<file path="src/rtl/j11pins_pkg.sv">
// Shared definitions for the DCJ11 pin-side initiator: AIO codes, cycle classes,
// FSM states and small decode helpers.
package j11pins_pkg;

   localparam logic [3:0] AIO_READ    = 4'b1100;
   localparam logic [3:0] AIO_IACK    = 4'b1010;
   localparam logic [3:0] AIO_GPREAD  = 4'b1001;
   localparam logic [3:0] AIO_WRWORD  = 4'b0101;
   localparam logic [3:0] AIO_WRBYTE  = 4'b0100;
   localparam logic [3:0] AIO_GPWRITE = 4'b0011;

   typedef enum logic [2:0] {
      NONBUS, READ, IACK, GPREAD, WRWORD, WRBYTE, GPWRITE
   } cls_t;

   typedef enum logic [1:0] {IDLE, ADDR, WAIT, DONE} state_t;

   function automatic cls_t decode_aio(input logic [3:0] aio);
      cls_t c;
      case (aio)
         AIO_READ:    c = READ;
         AIO_IACK:    c = IACK;
         AIO_GPREAD:  c = GPREAD;
         AIO_WRWORD:  c = WRWORD;
         AIO_WRBYTE:  c = WRBYTE;
         AIO_GPWRITE: c = GPWRITE;
         default:     c = NONBUS;
      endcase
      return c;
   endfunction

   function automatic logic is_write(input cls_t c);
      return (c == WRWORD) || (c == WRBYTE) || (c == GPWRITE);
   endfunction

   // Every cycle that expects the CPU to read the DAL back, IACK included.
   function automatic logic is_read(input cls_t c);
      return (c == READ) || (c == IACK) || (c == GPREAD);
   endfunction

   function automatic logic [1:0] wstrb_for(input cls_t c, input logic addr0);
      logic [1:0] s;
      if (c == WRBYTE)
         s = addr0 ? 2'b10 : 2'b01;
      else if (is_write(c))
         s = 2'b11;
      else
         s = 2'b00;
      return s;
   endfunction

endpackage

</file>
<file path="src/rtl/j11pins_if.sv">
// Internal-bus side of the J11 initiator: one-cycle request out, ack/error/data back.
interface j11pins_if;
   logic        busreq;
   logic        buswr;
   logic        busgp;
   logic        busirq;
   logic [21:0] busaddr;
   logic [15:0] buswdata;
   logic [1:0]  buswstrb;
   logic        busack;
   logic        buserr;
   logic [15:0] busrdata;

   modport master (
      output busreq, buswr, busgp, busirq, busaddr, buswdata, buswstrb,
      input  busack, buserr, busrdata
   );

   modport slave (
      input  busreq, buswr, busgp, busirq, busaddr, buswdata, buswstrb,
      output busack, buserr, busrdata
   );
endinterface

</file>
<file path="src/rtl/j11pins_sync.sv">
// Flop-chain synchroniser with preset-to-1 reset and fall/rise pulses taken
// from the synchronised level (previous vs current).
module j11sync #(
   parameter int STAGES = 2
) (
   input  logic clk,
   input  logic rstn,
   input  logic d,
   output logic q,
   output logic fall,
   output logic rise
);
   logic [STAGES-1:0] chain_reg;
   logic [STAGES:0]   taps;
   logic              prev_reg;

   assign taps = {chain_reg, d};

   always_ff @(posedge clk or negedge rstn) begin
      if (!rstn) begin
         chain_reg <= '1;
         prev_reg  <= 1'b1;
      end else begin
         chain_reg <= taps[STAGES-1:0];
         prev_reg  <= chain_reg[STAGES-1];
      end
   end

   assign q    = chain_reg[STAGES-1];
   assign fall = prev_reg & ~q;
   assign rise = ~prev_reg & q;
endmodule

</file>
<file path="src/rtl/j11pins.sv">
// DCJ11 pin-side initiator: decodes each J11 bus cycle into a single-cycle
// internal request, returns the response on DAL and releases the CPU via CONT.
module j11pins
   import j11pins_pkg::*;
#(
   parameter int SYNC_STAGES = 2,
   parameter int TIMEOUT     = 1023
) (
   input  logic        clk,
   input  logic        rstn,
   input  logic [21:0] j11dal_i,
   output logic [15:0] j11dal_o,
   output logic        j11dal_oe,
   input  logic [3:0]  j11aio,
   input  logic        j11ale_n,
   input  logic        j11sctl_n,
   input  logic        j11bufctl_n,
   output logic        j11cont_n,
   output logic        j11abort_n,
   j11pins_if.master   bus
);
   localparam int CNT_W = $clog2(TIMEOUT + 1);

   logic ale_q, ale_fall, ale_rise;
   logic sctl_q, sctl_fall, sctl_rise;
   logic bufctl_q, bufctl_fall, bufctl_rise;

   j11sync #(.STAGES(SYNC_STAGES)) u_ale (
      .clk(clk), .rstn(rstn), .d(j11ale_n),
      .q(ale_q), .fall(ale_fall), .rise(ale_rise)
   );
   j11sync #(.STAGES(SYNC_STAGES)) u_sctl (
      .clk(clk), .rstn(rstn), .d(j11sctl_n),
      .q(sctl_q), .fall(sctl_fall), .rise(sctl_rise)
   );
   j11sync #(.STAGES(SYNC_STAGES)) u_bufctl (
      .clk(clk), .rstn(rstn), .d(j11bufctl_n),
      .q(bufctl_q), .fall(bufctl_fall), .rise(bufctl_rise)
   );

   logic unused_sync;
   assign unused_sync = ^{ale_q, ale_rise, sctl_q, bufctl_fall, bufctl_rise};

   state_t            state_reg, state_next;
   cls_t              cls_reg;
   logic [CNT_W-1:0]  cnt_reg;
   logic              busreq_reg, buswr_reg, busgp_reg, busirq_reg;
   logic [21:0]       busaddr_reg;
   logic [15:0]       buswdata_reg, dal_o_reg;
   logic [1:0]        buswstrb_reg;
   logic              cont_n_reg, abort_n_reg;
   logic              timeout_hit;
   cls_t              ale_cls;

   assign ale_cls     = decode_aio(j11aio);
   // Fires on the cycle whose increment would make the counter equal TIMEOUT.
   assign timeout_hit = (cnt_reg == CNT_W'(TIMEOUT - 1));

   always_ff @(posedge clk or negedge rstn) begin
      if (!rstn) state_reg <= IDLE;
      else       state_reg <= state_next;
   end

   always_comb begin
      state_next = state_reg;
      case (state_reg)
         IDLE: if (ale_fall && ale_cls != NONBUS) state_next = ADDR;
         ADDR: if (sctl_fall) state_next = WAIT;
         WAIT: begin
            if (bus.busack)       state_next = DONE;
            else if (sctl_rise)   state_next = IDLE;
            else if (timeout_hit) state_next = DONE;
         end
         DONE: if (sctl_rise) state_next = IDLE;
         default: state_next = IDLE;
      endcase
   end

   always_ff @(posedge clk or negedge rstn) begin
      if (!rstn) begin
         cls_reg      <= NONBUS;
         cnt_reg      <= '0;
         busreq_reg   <= 1'b0;
         buswr_reg    <= 1'b0;
         busgp_reg    <= 1'b0;
         busirq_reg   <= 1'b0;
         busaddr_reg  <= '0;
         buswdata_reg <= '0;
         buswstrb_reg <= '0;
         dal_o_reg    <= '0;
         cont_n_reg   <= 1'b1;
         abort_n_reg  <= 1'b1;
      end else begin
         busreq_reg <= 1'b0;
         case (state_reg)
            IDLE: if (ale_fall) begin
               busaddr_reg  <= j11dal_i;
               cls_reg      <= ale_cls;
               buswstrb_reg <= wstrb_for(ale_cls, j11dal_i[0]);
            end
            ADDR: if (sctl_fall) begin
               busreq_reg <= 1'b1;
               if (is_write(cls_reg)) buswdata_reg <= j11dal_i[15:0];
               buswr_reg  <= is_write(cls_reg);
               busgp_reg  <= (cls_reg == GPREAD) || (cls_reg == GPWRITE);
               busirq_reg <= (cls_reg == IACK);
               cnt_reg    <= '0;
            end
            WAIT: begin
               cnt_reg <= cnt_reg + 1'b1;
               if (bus.busack) begin
                  dal_o_reg   <= bus.busrdata;
                  cont_n_reg  <= 1'b0;
                  abort_n_reg <= ~bus.buserr;
               end else if (sctl_rise) begin
                  cnt_reg <= '0;
               end else if (timeout_hit) begin
                  dal_o_reg   <= 16'hffff;
                  cont_n_reg  <= 1'b0;
                  abort_n_reg <= 1'b0;
               end
            end
            DONE: if (sctl_rise) begin
               cont_n_reg  <= 1'b1;
               abort_n_reg <= 1'b1;
               cnt_reg     <= '0;
            end
            default: ;
         endcase
      end
   end

   assign j11dal_oe    = (state_reg == DONE) && is_read(cls_reg) && !bufctl_q;
   assign j11dal_o     = dal_o_reg;
   assign j11cont_n    = cont_n_reg;
   assign j11abort_n   = abort_n_reg;
   assign bus.busreq   = busreq_reg;
   assign bus.buswr    = buswr_reg;
   assign bus.busgp    = busgp_reg;
   assign bus.busirq   = busirq_reg;
   assign bus.busaddr  = busaddr_reg;
   assign bus.buswdata = buswdata_reg;
   assign bus.buswstrb = buswstrb_reg;
endmodule
</file>
<file path="src/flat_wrapper.sv">
// flat-port wrapper written by rule: the top's interface ports become plain ports
module j11pins_flat import j11pins_pkg::*;
#(
   parameter int SYNC_STAGES = 2,
   parameter int TIMEOUT     = 1023
)
  (clk, rstn, j11dal_i, j11dal_o, j11dal_oe, j11aio, j11ale_n, j11sctl_n, j11bufctl_n, j11cont_n, j11abort_n, bus_busreq, bus_buswr, bus_busgp, bus_busirq, bus_busaddr, bus_buswdata, bus_buswstrb, bus_busack, bus_buserr, bus_busrdata);
  j11pins_if bus_i ();
  input  logic clk;
  input  logic rstn;
  input  logic [21:0] j11dal_i;
  output logic [15:0] j11dal_o;
  output logic j11dal_oe;
  input  logic [3:0] j11aio;
  input  logic j11ale_n;
  input  logic j11sctl_n;
  input  logic j11bufctl_n;
  output logic j11cont_n;
  output logic j11abort_n;
  output wire logic [$bits(bus_i.busreq)-1:0] bus_busreq;
  output wire logic [$bits(bus_i.buswr)-1:0] bus_buswr;
  output wire logic [$bits(bus_i.busgp)-1:0] bus_busgp;
  output wire logic [$bits(bus_i.busirq)-1:0] bus_busirq;
  output wire logic [$bits(bus_i.busaddr)-1:0] bus_busaddr;
  output wire logic [$bits(bus_i.buswdata)-1:0] bus_buswdata;
  output wire logic [$bits(bus_i.buswstrb)-1:0] bus_buswstrb;
  input wire logic [$bits(bus_i.busack)-1:0] bus_busack;
  input wire logic [$bits(bus_i.buserr)-1:0] bus_buserr;
  input wire logic [$bits(bus_i.busrdata)-1:0] bus_busrdata;
  assign bus_busreq = bus_i.busreq;
  assign bus_buswr = bus_i.buswr;
  assign bus_busgp = bus_i.busgp;
  assign bus_busirq = bus_i.busirq;
  assign bus_busaddr = bus_i.busaddr;
  assign bus_buswdata = bus_i.buswdata;
  assign bus_buswstrb = bus_i.buswstrb;
  assign bus_i.busack = bus_busack;
  assign bus_i.buserr = bus_buserr;
  assign bus_i.busrdata = bus_busrdata;
  j11pins #(.SYNC_STAGES(SYNC_STAGES), .TIMEOUT(TIMEOUT)) u_core (.clk(clk), .rstn(rstn), .j11dal_i(j11dal_i), .j11dal_o(j11dal_o), .j11dal_oe(j11dal_oe), .j11aio(j11aio), .j11ale_n(j11ale_n), .j11sctl_n(j11sctl_n), .j11bufctl_n(j11bufctl_n), .j11cont_n(j11cont_n), .j11abort_n(j11abort_n), .bus(bus_i));
endmodule
</file>
<file path="config.mk">
export PLATFORM = sky130hd
export DESIGN_NAME = j11pins_flat
export DESIGN_NICKNAME = d
export VERILOG_FILES = /design/src/rtl/j11pins_pkg.sv /design/src/rtl/j11pins_if.sv /design/src/rtl/j11pins_sync.sv /design/src/rtl/j11pins.sv /design/src/flat_wrapper.sv
export SDC_FILE = /design/constraint.sdc
export NUM_CORES = 1
export LEC_CHECK = 0
export CAP_MARGIN = 10
export CORE_AREA = 8 8 104 106
export CTS_BUF_LIST = sky130_fd_sc_hd__clkbuf_8
export DETAILED_ROUTE_END_ITERATION = 10
export DIE_AREA = 0 0 112 114
export PLACE_DENSITY = 0.71
export SETUP_SLACK_MARGIN = 0.3
export SYNTH_ARGS = -nofsm -noshare
export SYNTH_HDL_FRONTEND = slang
export SYNTH_SLANG_ARGS = --single-unit
</file>
<file path="constraint.sdc">
create_clock -name clk -period 2.4 [get_ports clk]
set_input_delay 0.72 -clock clk [delete_from_list [all_inputs] [get_ports clk]]
set_output_delay 0.72 -clock clk [all_outputs]
set_load 0.005 [all_outputs]
</file>
**Yosys cells after proc, flatten, opt, wreduce, memory -nomap -nowiden**

Index checks and enable logic that the tools add are counted.

- Equality and inequality tests: 26
- Bitwise gates (word level): 7
- Reduce and logical (&&, ||, !) cells: 23
- Muxes and demuxes: 28
- Add/sub/neg operators: 1

Operators with widths:

| operator | count |
|---|---|
| 2-to-1 mux 16 bit | 3 |
| 2-to-1 mux 10 bit | 4 |
| case mux 10 bit (3 select lines) | 1 |
| equality test 3 bit, second input constant | 6 |
| 2-to-1 mux 2 bit | 9 |
| case mux 3 bit (6 select lines) | 1 |
| equality test 4 bit, second input constant | 3 |
| adder 10 x 1 -> 10 bit, second input constant | 1 |
| equality test 10 bit, second input constant | 1 |
| AND reduction 3 bit | 3 |
| equality test 4 x 3 -> 1 bit, second input constant | 2 |
| case mux 2 bit (4 select lines) | 1 |
| AND reduction 4 bit | 2 |
| logical OR 1 bit | 7 |
| 2-to-1 mux 1 bit | 7 |
| equality test 3 x 2 -> 1 bit, second input constant | 2 |
| inequality test 2 x 1 -> 1 bit, second input constant | 3 |
| nonzero test 3 bit | 2 |
| equality test 2 bit, second input constant | 2 |
| equality test 4 x 2 -> 1 bit, second input constant | 1 |
| inequality test 4 x 2 -> 1 bit, second input constant | 1 |
| NOT 1 bit | 4 |
| case mux 1 bit (2 select lines) | 2 |
| AND reduction 2 bit | 2 |
| 10 further kinds | 15 |

- Output and inout port bits: 63
- Word-level logic and storage cells: 103
- Bits in registers: 85
- Input port bits: 49

**Logic depth before layout (Yosys ltp)**

Gate-level depths: netlist of the first run.

- Word-level depth: 7
- Depth in mapped cells: 7
- Gate-level depth less buffers: 6

**Cells and area by module**

A second synthesis of the first run with hierarchy kept.

- Cell total of the unflattened synthesis: 276
- Area, all modules: 3572.2 um2

Modules (own cells, without submodules):

| module | cells each | instances | area an instance (um2) | sequential area each (um2) |
|---|---|---|---|---|
| j11pins | 261 | 1 | 3290.7 | 1929.4 |
| j11sync | 5 | 3 | 93.8 | 78.8 |

**Least setup slack after synthesis of the first run**

OpenSTA, ideal clock, no wires.

- Kind: register -> register
- Start point: reg u_core.u_sctl.prev_reg
- End point: reg u_core.buswdata_reg[10] (netlist: u_core.bus.buswdata[10])
- Cell stages (with the launch flop): 7
- Library setup time: 0.125 ns
- Data arrival time: 1.806 ns
- Setup slack: 0.469 ns
- Path buffers: 1
- Data required time: 2.275 ns
- Period minus slack after synthesis: 1.931 ns
- Cells stage by stage: dfstp_2 -> inv_2 -> or4_4 -> clkinv_2 -> nand3_4 -> buf_6 -> mux2_4

- Cells in the longest elaborated chain, start to end: 2

RTL lines:

| element | RTL line | source |
|---|---|---|
| start, declared | j11pins_sync.sv:15 | `logic prev_reg;` |
| start signal, assigned | j11pins_sync.sv:25 | `prev_reg <= chain_reg[STAGES-1];` |
| AND 1 bit | j11pins_sync.sv:30 | `assign fall = prev_reg & ~q;` |
| AND reduction 3 bit (no line) | - |  |
| end signal, assigned | j11pins.sv:103 | `if (is_write(cls_reg)) buswdata_reg <= j11dal_i[15:0];` |
| end, declared | j11pins.sv:49 | `logic [15:0] buswdata_reg, dal_o_reg;` |

No other way between the ends.
A chain may end at the register's enable or synchronous reset.

**Final worst setup path of the first run**

- Start point: reg u_core.cls_reg[2]
- End point: out j11dal_oe

- Cells in the longest elaborated chain, start to end: 5
- Elaborated cells on any way between the ends: 7
- Those cells by class: eq/ne (3); reduce/logical (4)

RTL lines:

| element | RTL line | source |
|---|---|---|
| start, declared | j11pins.sv:45 | `cls_t cls_reg;` |
| start signal, assigned | j11pins.sv:98 | `cls_reg <= ale_cls;` |
| equality test 3 x 1 -> 1 bit or equality test 3 x 2 -> 1 bit (tied branches) | j11pins_pkg.sv:38 | `return (c == READ) \|\| (c == IACK) \|\| (c == GPREAD);` |
| logical OR 1 bit | j11pins_pkg.sv:38 |  |
| logical OR 1 bit (*) | j11pins_pkg.sv:38 |  |
| logical AND 1 bit (*) (2 in a row) | j11pins.sv:133 | `assign j11dal_oe = (state_reg == DONE) && is_read(cls_reg) && !bufctl_q;` |
| end, declared | flat_wrapper.sv:13 | `output logic j11dal_oe;` |

Every way passes the cells marked *; elsewhere a longest branch is shown, timed or not.

==> results of run 1 <==
[layer usage]
layer / share of wire / vias up
met2: 0.46 / 80
met1: 0.44 / 1362
li1: - / 1346
met3: 0.098 / 8
met4: 0.010 / 0
met5: 0 / -
[layout make-up]
cell class                      instances  share of cell area
Clock inverter                          7              0.0120
Timing Repair Buffer                  126               0.242
Multi-Input combinational cell        218               0.269
Inverter                                6             0.00467
Sequential cell                        85               0.421
Tap cell                              111              0.0273
Clock buffer                            9              0.0243
[worst max path at each step]
stage	start	to	slack (ns)	depth (start not counted)
after floorplan	u_core.u_sctl.prev_reg	u_core.bus.buswdata[10]	0.47	6
after global placement	bus_busack	u_core.j11dal_o[4]	0.01	4
after detailed placement	bus_busack	u_core.j11dal_o[4]	-0.06	4
after CTS	u_core.cls_reg[2]	j11dal_oe	0.30	2
after global routing	u_core.cls_reg[2]	j11dal_oe	0.26	2
final	u_core.cls_reg[2]	j11dal_oe	0.33	2
[cell families after synthesis]
kind of cell               Yosys count  share of synthesized area
AOI/OAI and AO/OA                   55                      0.113
adders and majority gates            2                    0.00704
xor gates and xnor gates             2                    0.00493
DFF                                 85                      0.602
and+or+nand+nor                    137                      0.175
muxes                               22                     0.0775
buffers and inverters               17                     0.0208
[through the flow]
stage	TNS [ns]	setup WS, ns	power [µW]	instance area [µm²]
after floorplan	0	0.469	3220	3550
after global placement	0	0.0105	4640	4860
after detailed placement	-0.549	-0.0571	4710	4860
after CTS	0	0.298	5720	5080
after global routing	0	0.263	6040	5090
final	0	0.329	5640	5090
[worst reg2reg max path, stage by stage, from the launching register on]
cell and delay (ns):
sky130_fd_sc_hd__dfstp_2 0.58, sky130_fd_sc_hd__inv_2 0.05, sky130_fd_sc_hd__or4_4 0.52, sky130_fd_sc_hd__clkinv_2 0.13, sky130_fd_sc_hd__nand3_4 0.09, sky130_fd_sc_hd__buf_12 0.17, sky130_fd_sc_hd__mux2_4 0.31
[timing repair]
action,CTS,global route
hold endpoints to repair,0,0
pin swaps,1,0
gates cloned,0,0
buffers inserted,2,0
resized for setup,5,2
endpoints found under the setup margin,29,2
[cells in the final DEF (no fill, tap or decap), drive strengths merged, types with 9 or more instances in the layout]
cell type | Yosys | final
dfrtp | 75 | 75
mux2 | 17 | 17
nand3 | 10 | 10
dfstp | 10 | 10
nand2b | 10 | 10
inv | 5 | 9
clkbuf | 9 | 9
o22a | 16 | 16
a21oi | 11 | 11
nand2 | 94 | 94
clkdlybuf4s50 | 0 | 107
buf | 2 | 16
[report_power, final]
group / internal (µW) / leakage (µW) / total, µW / switching (µW)
Sequential: 2030 / 0.00101 / 2400 / 372
Combinational: 1430 / 0.00117 / 2280 / 851
Clock: 469 / 0.000104 / 962 / 493
==> out/qor_table.md, run 1 <==
| Group | Parameter | This run |
|---|---|---|
| outcome | Result of the run | finished, final reports clean |
| die | Area of the core region | 0.00911 mm² |
| place | Number of cells after detailed placement | 544 |
| logic synthesis | Cell taking the most area after synthesis | sky130_fd_sc_hd__dfrtp_1 |
| die | Total Die Area | 0.0128 mm² |
| pwr | Power density over the cells | 1110 mW/mm² |
| layout | Area growth from synthesis to final layout | 43.2% |
| clocking | Buffer type at the clock tree root | sky130_fd_sc_hd__clkbuf_8 |
| pwr | Maximum VDD drop | 0.532 mV |
| global routing | Highest-utilization routing layer at the global route stage | met2 |
| die | Starting utilization of the core area | 0.390 |
| global routing | Number of antenna violations at the first check in global routing | 0 |
| worst setup path | Category of cells accounting for the largest share of critical-path delay | flip-flops |
| global routing | Gr usage total | 0.145 |
| worst hold path | Path class of the lowest-slack min-delay path | in2async |
| logic synthesis | Count of different cell masters after synthesis | 44 |
| layout | Antenna cell count | 0 |
| logic synthesis | Number of enable flip-flop cells after synthesis | 0 |
| worst setup path | R2R cell count | 6 |
| worst setup path | Data required time of the critical path | 1.68 ns |
| route | Total wirelength of the detailed-routed design | 9.07 mm |
| worst setup path | Kind of end point of the critical path | output pin |
| die | Total I/O pin count | 112 |
| die | Cell Rows | 35 |
| logic synthesis | Top post-synthesis cells by area | sky130_fd_sc_hd__dfrtp_1, sky130_fd_sc_hd__nand2_1, sky130_fd_sc_hd__dfstp_2, sky130_fd_sc_hd__o22a_1, sky130_fd_sc_hd__mux2_4 |
| worst setup path | Data arrival time of the critical path | 1.35 ns |
| layout | Share of the core filled with cells | 0.559 |
| route | DRC violation total after the first TritonRoute iteration | 97 |
| global routing | Grt met2 use | 0.227 |
| timing | Clock skew | 0.0141 ns |
| clocking | CTS max path bufs | 2 |
| global routing | Met3 usage | 0.0750 |
| logic synthesis | Warning count from the yosys run | 0 |
| timing | Worst slew pin tran | 0.753 ns |
| worst setup path | Worst-path cell with the longest stage delay | sky130_fd_sc_hd__dfrtp_2 |
| place | Final Wtd Congestion | 0.762 |
| route | Antenna-violating nets left | 0 |
| route | Number of vias after detailed routing | 2,796 |
| worst setup path | Reg-to-reg slack, setup | 0.43 ns |
| worst setup path | CP startpoint kind | flop |
| timing | Total setup violations reported at the end of the flow | 0 |
| logic synthesis | Avg Cell Area, Syn | 11.1 µm² |
| clocking | Skew-Pair Late Insertion Delay | 0.34 ns |
| logic synthesis | Most frequently used cell type in the post-synthesis netlist | sky130_fd_sc_hd__nand2_1 |
| timing | Final worst-path cycle share | 0.863 |
| logic synthesis | Sequential cell area fraction in the yosys report | 0.602 |
| logic synthesis | Cell types with the highest counts after synthesis | sky130_fd_sc_hd__nand2_1, sky130_fd_sc_hd__dfrtp_1, sky130_fd_sc_hd__o22a_1, sky130_fd_sc_hd__a21oi_1 |
| clocking | TritonCTS buffer count | 9 |
| logic synthesis | Number of storage elements in the synthesis netlist | 85 |
| timing | Relative slew slack | 0.495 |
| layout | Footprint of the flip-flops and latches | 0.00214 mm² |
| route | Per-cell via count in the routed design | 4.98 |
| layout | Area of the multi-input gates | 0.00137 mm² |
| timing | Count of final hold-check violations | 0 |
| global routing | First-pass GRT wire length | 15.2 mm |
| timing | Setup repair after global routing missed its margin | true |
| logic synthesis | Number of nets in the synthesized netlist | 371 |
| worst setup path | Worst reg2reg path endpoint | u_core.bus.buswdata[6] |
| logic synthesis | Area share of the largest cell type after synthesis | 0.528 |
| worst setup path | Critical-path maximum fanout | 5 |
| die | Die X-Extent | 112 µm |
| route | DR pass1 iterations | 4 |
| clocking | TritonCTS clock tree | built |
| logic synthesis | Post-synthesis instance area | 0.00355 mm² |
| die | Chip height | 114 µm |
| layout | Final std cells w/o fill | 562 |
| worst setup path | Largest incremental delay on the critical path | 0.47 ns |
| clocking | Sink count of the clock tree | 85 |
| place | Post-DP HPWL | 6.61 mm |
| run | Max Cap Violations | 0 |
| worst setup path | Start-to-end type of the worst setup path | reg2out |
| global routing | Via count of the first global-routing pass | 3,001 |
| layout | Fraction of layout instances using a drive strength above 1 | 0.142 |
| clocking | Clock transition time at the flip-flop clock pins of the worst setup and hold paths | 0.08 ns |
| layout | Max FFs per register | 22 |
| worst setup path | Launch point of the worst reg-to-reg path | u_core.u_sctl.prev_reg |
| place | Port-buffer cells | 111 |
| worst setup path | Cells traversed along the worst timing path | nor4_4 > dlygate4sd2_1 |
| pwr | Pleak | 0.00228 µW |
| timing | Max-slew violations | 0 |
| timing | Fmax achieved | 0.483 GHz |
| global routing | Overflow left after global routing | 0 |
| global routing | GR Util met1 | 0.174 |
| clocking | # H-tree levels | 3 |
| layout | Net count of the finished layout | 497 |
| layout | Filler Cell Count | 816 |
| logic synthesis | Cells after Synth | 320 |
| timing | Fin Hold WS | 0.358 ns |
| logic synthesis | Async set or reset register ratio after synthesis | 1.00 |
| global routing | Largest net degree at the start of global routing | 44 |
| clocking | Hold-fix buffers at CTS | 0 |
| logic synthesis | Top_reg_cell synth | sky130_fd_sc_hd__dfrtp_1 |
| route | Detailed-route DRC error count | 0 |
| timing | Clock period minus final worst setup slack | 2.07 ns |
| route | Wirelength per Cell | 16.1 µm |
| worst setup path | Buffers & Inverters on Critical Path | 1 |
Power figures use the tool's default switching activity.
==> run 2: changes to the inputs <==
CORE_AREA = 4 4 100 102   (was 8 8 104 106)
DIE_AREA = 0 0 104 106   (was 0 0 112 114)
==> run 2 against run 1 <==
First-iteration DRC count shrank 1.0%. Critical endpoint is now bus_busaddr[8]. Sequential power is essentially flat. Fmax grew 5.2%. Non-clock buffer count is the same. Largest cell class unchanged. Wire length shrank 4.1%. Global-route usage grew 1.2 points.
==> out/qor_table.md, run 2 (synthesis results as in run 1) <==
| Group | Parameter | This run |
|---|---|---|
| outcome | Result of the run | finished, final reports clean |
| worst setup path | Worst-path cell with the longest stage delay | sky130_fd_sc_hd__clkdlybuf4s50_1 |
| timing | Relative slew slack | 0.559 |
| pwr | Switch Pwr | 1750 µW |
| clocking | Skew-Pair Late Insertion Delay | 0.35 ns |
| die | Die X-Extent | 104 µm |
| global routing | Via count of the first global-routing pass | 2,776 |
| global routing | First-pass GRT wire length | 14.1 mm |
| die | Area of the core region | 0.00911 mm² |
| pwr | Pleak | 0.00227 µW |
| layout | Most common library cell in the layout ignoring fill and taps | sky130_fd_sc_hd__clkdlybuf4s50_1 |
| pwr | Fraction of power consumed by sequential logic | 0.418 |
| die | Total I/O pin count | 112 |
| route | Total wirelength of the detailed-routed design | 8.70 mm |
| timing | Clock period minus final worst setup slack | 1.97 ns |
| worst setup path | Kind of end point of the critical path | output pin |
| layout | Area growth from synthesis to final layout | 43.8% |
| global routing | Overflow left after global routing | 0 |
| place | Number of cells after detailed placement | 541 |
| timing | Worst Slack Setup Final | 0.431 ns |
| clocking | Clock transition time at the flip-flop clock pins of the worst setup and hold paths | 0.09 ns |
| global routing | Number of antenna violations at the first check in global routing | 0 |
| clocking | Sink count of the clock tree | 85 |
| timing | Clock skew | 0.00963 ns |
| pwr | Switching share of power | 0.306 |
| pwr | P_int | 3960 µW |
| route | Wirelength per Cell | 15.5 µm |
| worst setup path | Buffers & Inverters on Critical Path | 1 |
| worst setup path | Data arrival time of the critical path | 1.25 ns |
| die | Total Die Area | 0.0110 mm² |
| clocking | TritonCTS clock tree | built |
| layout | Antenna cell count | 0 |
| route | Number of vias after detailed routing | 2,819 |
| layout | Net count of the finished layout | 497 |
| route | Detailed-route DRC error count | 0 |
| route | Per-cell via count in the routed design | 5.02 |
| die | Cell Rows | 35 |
| timing | Max-slew violations | 0 |
| route | Antenna-violating nets left | 0 |
| worst setup path | Largest incremental delay on the critical path | 0.54 ns |
| clocking | CTS max path bufs | 2 |
| timing | Worst slew pin tran | 0.660 ns |
| place | Post-DP HPWL | 6.04 mm |
| place | Place WS | -0.0564 ns |
| layout | Max FFs per register | 22 |
| pwr | Overall Power | 5710 µW |
| route | DRC violation total after the first TritonRoute iteration | 96 |
| timing | Final worst-path cycle share | 0.820 |
| global routing | Largest net degree at the start of global routing | 65 |
| timing | Fin Hold WS | 0.254 ns |
| clocking | Buffer type at the clock tree root | sky130_fd_sc_hd__clkbuf_8 |
| place | Final Wtd Congestion | 0.757 |
| pwr | Clock power share | 0.184 |
| worst setup path | Cells traversed along the worst timing path | clkdlybuf4s50_1 |
| timing | Setup repair after global routing missed its margin | false |
| layout | Commonest cells after routing, fill and taps aside | sky130_fd_sc_hd__clkdlybuf4s50_1, sky130_fd_sc_hd__nand2_1, sky130_fd_sc_hd__dfrtp_1, sky130_fd_sc_hd__o22a_1, sky130_fd_sc_hd__buf_4 |
| worst hold path | Path class of the lowest-slack min-delay path | in2async |
| die | Chip height | 106 µm |
| clocking | # H-tree levels | 3 |
| route | DR pass1 iterations | 4 |
| place | Port-buffer cells | 111 |
| timing | Sum of negative setup slack | 0 ns |
| run | Max Cap Violations | 0 |
| worst setup path | Critical-path maximum fanout | 2 |
| clocking | TritonCTS buffer count | 9 |
| worst setup path | Category of cells accounting for the largest share of critical-path delay | buffers and inverters |
| timing | Fmax achieved | 0.508 GHz |
| pwr | Logic pwr share | 0.398 |
| worst setup path | Data required time of the critical path | 1.68 ns |
| timing | Count of final hold-check violations | 0 |
| worst setup path | Start-to-end type of the worst setup path | reg2out |
| worst setup path | CP startpoint kind | flop |
| pwr | Power density over the cells | 1120 mW/mm² |
| layout | Fraction of layout instances using a drive strength above 1 | 0.157 |
| layout | Final std cells w/o fill | 562 |
| pwr | Maximum VDD drop | 0.743 mV |
| timing | Total setup violations reported at the end of the flow | 0 |
| die | Starting utilization of the core area | 0.390 |
| global routing | Gr usage total | 0.158 |
run 2: changes by cell type in the layout (fill, tap and decap cells not counted), sizes merged:
cell,before,now
dlymetal6s2s,1,0
clkinv,2,3
clkbuf,9,10
clkinvlp,1,0
run 2: timing repair:
item                                    CTS  global route
pin swaps                                 1             1
setup buffers                             2             3
resized for setup                         7             3
hold buffers                              0             0
endpoints found under the setup margin   18            19
run 2: final timing paths:
kind                                              start                            to  slack (ns)  cells past startpoint
setup / recovery                  u_core.bus.busaddr[8]                bus_busaddr[8]        0.43                      1
hold / removal                                     rstn            u_core.j11dal_o[9]        0.25                      1
setup reg to reg                 u_core.u_sctl.prev_reg       u_core.bus.buswdata[12]        0.45                      6
hold reg to reg            u_core.u_bufctl.chain_reg[0]  u_core.u_bufctl.chain_reg[1]        0.36                      0
max in group asynchronous                          rstn     u_core.u_ale.chain_reg[1]        1.46                      2
min in group clk           u_core.u_bufctl.chain_reg[0]  u_core.u_bufctl.chain_reg[1]        0.36                      0
run 2: power by group through the flow:
stage | clock [µW] | combinational, µW | sequential (µW)
after global routing | 1160 | 2510 | 2470
after global placement | 0 | 2200 | 2400
final | 1050 | 2270 | 2390
after CTS | 1090 | 2280 | 2400
after detailed placement | 0 | 2240 | 2420
after floorplan | 0 | 806 | 2420
run 2: routing by layer:
layer,up-vias,track usage,part of all wire
met5,-,0,0
met4,0,0.0399,0.0078
met3,8,0.0735,0.092
met2,70,0.248,0.47
met1,1386,0.197,0.43
li1,1355,-,-
run 2: area by class of cell:
type,instances,area [µm²]
Clock inverter,7,81.3
Timing Repair Buffer,126,1240
Clock buffer,9,124
Fill cell,792,4000
Tap cell,111,139
Sequential cell,85,2140
Multi-Input combinational cell,218,1360
Inverter,6,23.8
run 2: stage by stage:
| step | utilization | area [µm²] |
|---|---|---|
| floorplan | - | 3550 |
| global placement | 0.532 | 4850 |
| detailed placement | 0.532 | 4850 |
| CTS | 0.557 | 5070 |
| global route | 0.561 | 5110 |
| finish | 0.561 | 5110 |
==> run 3: changes to the inputs <==
PLACE_DENSITY = 0.74   (was 0.71)
clock period = 1.8 ns   (was 2.4 ns; I/O delays follow)
==> run 3 against run 2 <==
Clock skew is 0.00097 ns lower. Sequential share of layout area decreased by 4.9 points. Non-clock buffer count rose by 68. Global-route usage up 1.5 points. Count of clock-buffer cells in the layout increased by 3. Final area up 13%. First-iteration DRC count increased by 21%. Clock power is 48% higher. Sequential power up 32%. The run now ends with negative setup slack left. Wire length grew 19%. Critical path depth up 5.
==> out/qor_table.md, run 3 (synthesis results as in run 1) <==
| Group | Parameter | This run |
|---|---|---|
| route | Routed wire length on met3 | 822 µm |
| layout | Commonest cells after routing, fill and taps aside | sky130_fd_sc_hd__nand2_1, sky130_fd_sc_hd__dfrtp_1, sky130_fd_sc_hd__buf_4, sky130_fd_sc_hd__clkdlybuf4s50_1, sky130_fd_sc_hd__buf_2 |
| timing | Relative slew slack | 0.564 |
| die | Total Die Area | 0.0110 mm² |
| route | Antenna-violating nets left | 0 |
| worst setup path | Kind of end point of the critical path | flop |
| pwr | Power density over the cells | 1440 mW/mm² |
| timing | Count of final hold-check violations | 0 |
| place | Port-buffer cells | 111 |
| timing | Sum of negative setup slack | -0.418 ns |
| place | Post-DP HPWL | 6.58 mm |
| worst setup path | Data required time of the critical path | 2.04 ns |
| layout | Final design instance area without fill | 0.00579 mm² |
| clocking | Clock transition time at the flip-flop clock pins of the worst setup and hold paths | 0.08 ns |
| run | Max Cap Violations | 0 |
| worst setup path | Worst-path cell with the longest stage delay | sky130_fd_sc_hd__or4_4 |
| timing | Clock period minus final worst setup slack | 1.84 ns |
| layout | Fraction of layout instances using a drive strength above 1 | 0.457 |
| pwr | Maximum VDD drop | 0.791 mV |
| clocking | # H-tree levels | 3 |
| clocking | Hold-fix buffers at CTS | 0 |
| timing | Fmax achieved | 0.542 GHz |
| pwr | Fraction of power consumed by sequential logic | 0.379 |
| route | Routed metal-1 wirelength | 4.12 mm |
| die | Area of the core region | 0.00911 mm² |
| clocking | Sink count of the clock tree | 85 |
| layout | Antenna cell count | 0 |
| place | Place WS | -0.297 ns |
| clocking | Skew-Pair Late Insertion Delay | 0.35 ns |
| place | Total cell area at the placement stage | 0.00507 mm² |
| outcome | Failing checks | negative setup slack |
| die | Chip height | 106 µm |
| clocking | TritonCTS buffer count | 9 |
| route | DRC violation total after the first TritonRoute iteration | 116 |
| pwr | P_int | 5680 µW |
| global routing | Number of antenna violations at the first check in global routing | 0 |
| timing | Worst Slack Setup Final | -0.0435 ns |
| timing | Worst slew pin tran | 0.651 ns |
| worst setup path | Start-to-end type of the worst setup path | reg2reg |
| pwr | Pleak | 0.00273 µW |
| die | Die X-Extent | 104 µm |
| layout | Area growth from synthesis to final layout | 62.9% |
| place | Number of cells after detailed placement | 563 |
| route | Total wirelength of the detailed-routed design | 10.3 mm |
| place | Final Wtd Congestion | 0.849 |
| worst setup path | CP startpoint kind | flop |
| pwr | Clock power share | 0.186 |
| route | Detailed-route DRC error count | 0 |
| global routing | Gr usage total | 0.172 |
| worst hold path | Path class of the lowest-slack min-delay path | in2async |
| route | Per-cell via count in the routed design | 5.00 |
| timing | Final worst-path cycle share | 1.02 |
| die | Total I/O pin count | 112 |
| global routing | First-pass GRT wire length | 15.2 mm |
| pwr | Logic pwr share | 0.435 |
| pwr | Switch Pwr | 2640 µW |
| layout | Net count of the finished layout | 565 |
| route | DR pass1 iterations | 4 |
| clocking | CTS max path bufs | 2 |
| timing | Max-slew violations | 0 |
| worst setup path | Critical-path maximum fanout | 17 |
| clocking | TritonCTS clock tree | built |
| layout | Max FFs per register | 22 |
| layout | Final std cells w/o fill | 630 |
| global routing | Overflow left after global routing | 0 |
| timing | Total setup violations reported at the end of the flow | 18 |
| worst setup path | Largest incremental delay on the critical path | 0.55 ns |
| timing | Fin Hold WS | 0.0803 ns |
| timing | Clock skew | 0.00867 ns |
| route | Top routing layer in use | met4 |
| worst setup path | Cells traversed along the worst timing path | buf_6 > or4_4 > clkinv_4 > nand3_4 > buf_12 > mux2_4 |
| global routing | Via count of the first global-routing pass | 3,112 |
| die | Starting utilization of the core area | 0.390 |
| worst setup path | Data arrival time of the critical path | 2.08 ns |
| die | Cell Rows | 35 |
| route | Number of vias after detailed routing | 3,150 |
| global routing | Largest net degree at the start of global routing | 26 |
| layout | Most common library cell in the layout ignoring fill and taps | sky130_fd_sc_hd__nand2_1 |
| layout | Filler Cell Count | 743 |
| outcome | Result of the run | complete, but fails checks |
| clocking | Buffer type at the clock tree root | sky130_fd_sc_hd__clkbuf_8 |
| route | Wirelength per Cell | 16.4 µm |
| pwr | Switching share of power | 0.318 |
| route | Detail Route met2 WL | 5.19 mm |
| timing | Setup repair after global routing missed its margin | true |
[run 3: repair_timing]
action                     CTS  global route
buffers inserted            23            21
pin swaps                   10            27
gates resized for setup    216            92
setup endpoints to repair  131           107
cloned                       1             6
hold endpoints to repair     0             0
[run 3: worst paths after layout]
path	cells after the start	endpoint	startpoint	slack (ns)
worst min register to register	0	u_core.u_sctl.chain_reg[1]	u_core.u_sctl.chain_reg[0]	0.36
worst max-delay path	6	u_core.bus.buswdata[6]	u_core.state_reg[1]	-0.04
max in group asynchronous	2	u_core.bus.busaddr[17]	rstn	1.16
worst max register to register	6	u_core.bus.buswdata[6]	u_core.state_reg[1]	-0.04
worst min-delay path	1	u_core.cnt_reg[9]	rstn	0.08
min in group clk	0	u_core.u_sctl.chain_reg[1]	u_core.u_sctl.chain_reg[0]	0.36
[run 3: final cells by class]
type / instances / area, µm² / share of cell area
sequential: 85 / 2140 / 0.370
timing repair buffer: 194 / 1640 / 0.283
multi-input combinational: 218 / 1600 / 0.277
clock buffer: 12 / 165 / 0.0285
tap: 111 / 139 / 0.0240
clock inverter: 4 / 71.3 / 0.0123
inverter: 6 / 32.5 / 0.00562
[run 3: routing by layer]
layer	up-vias	global-route usage
met5	-	0
met4	0	0.0484
met3	20	0.0723
met2	104	0.286
met1	1533	0.207
li1	1493	-
[run 3: power groups by stage]
stage / logic (µW) / clock network, µW / registers (µW)
after floorplan: 1110 / 0 / 3220
after global placement: 3160 / 0 / 3150
after detailed placement: 3230 / 0 / 3180
after CTS: 3150 / 1580 / 3120
after global routing: 3960 / 1660 / 3250
final: 3620 / 1550 / 3150
[run 3: worst max-delay path, delay by kind of cell (launching register included)]
kind,cells,cell delay [ns]
multiplexers,1,0.30
AND/OR/NAND/NOR,2,0.63
buffers and inverters,3,0.40
flip-flops,1,0.40
[run 3: metrics by stage]
step	util	power, µW
detailed placement	0.556	6410
CTS	0.594	7860
global placement	0.556	6310
floorplan	-	4330
global route	0.636	8870
finish	0.636	8320
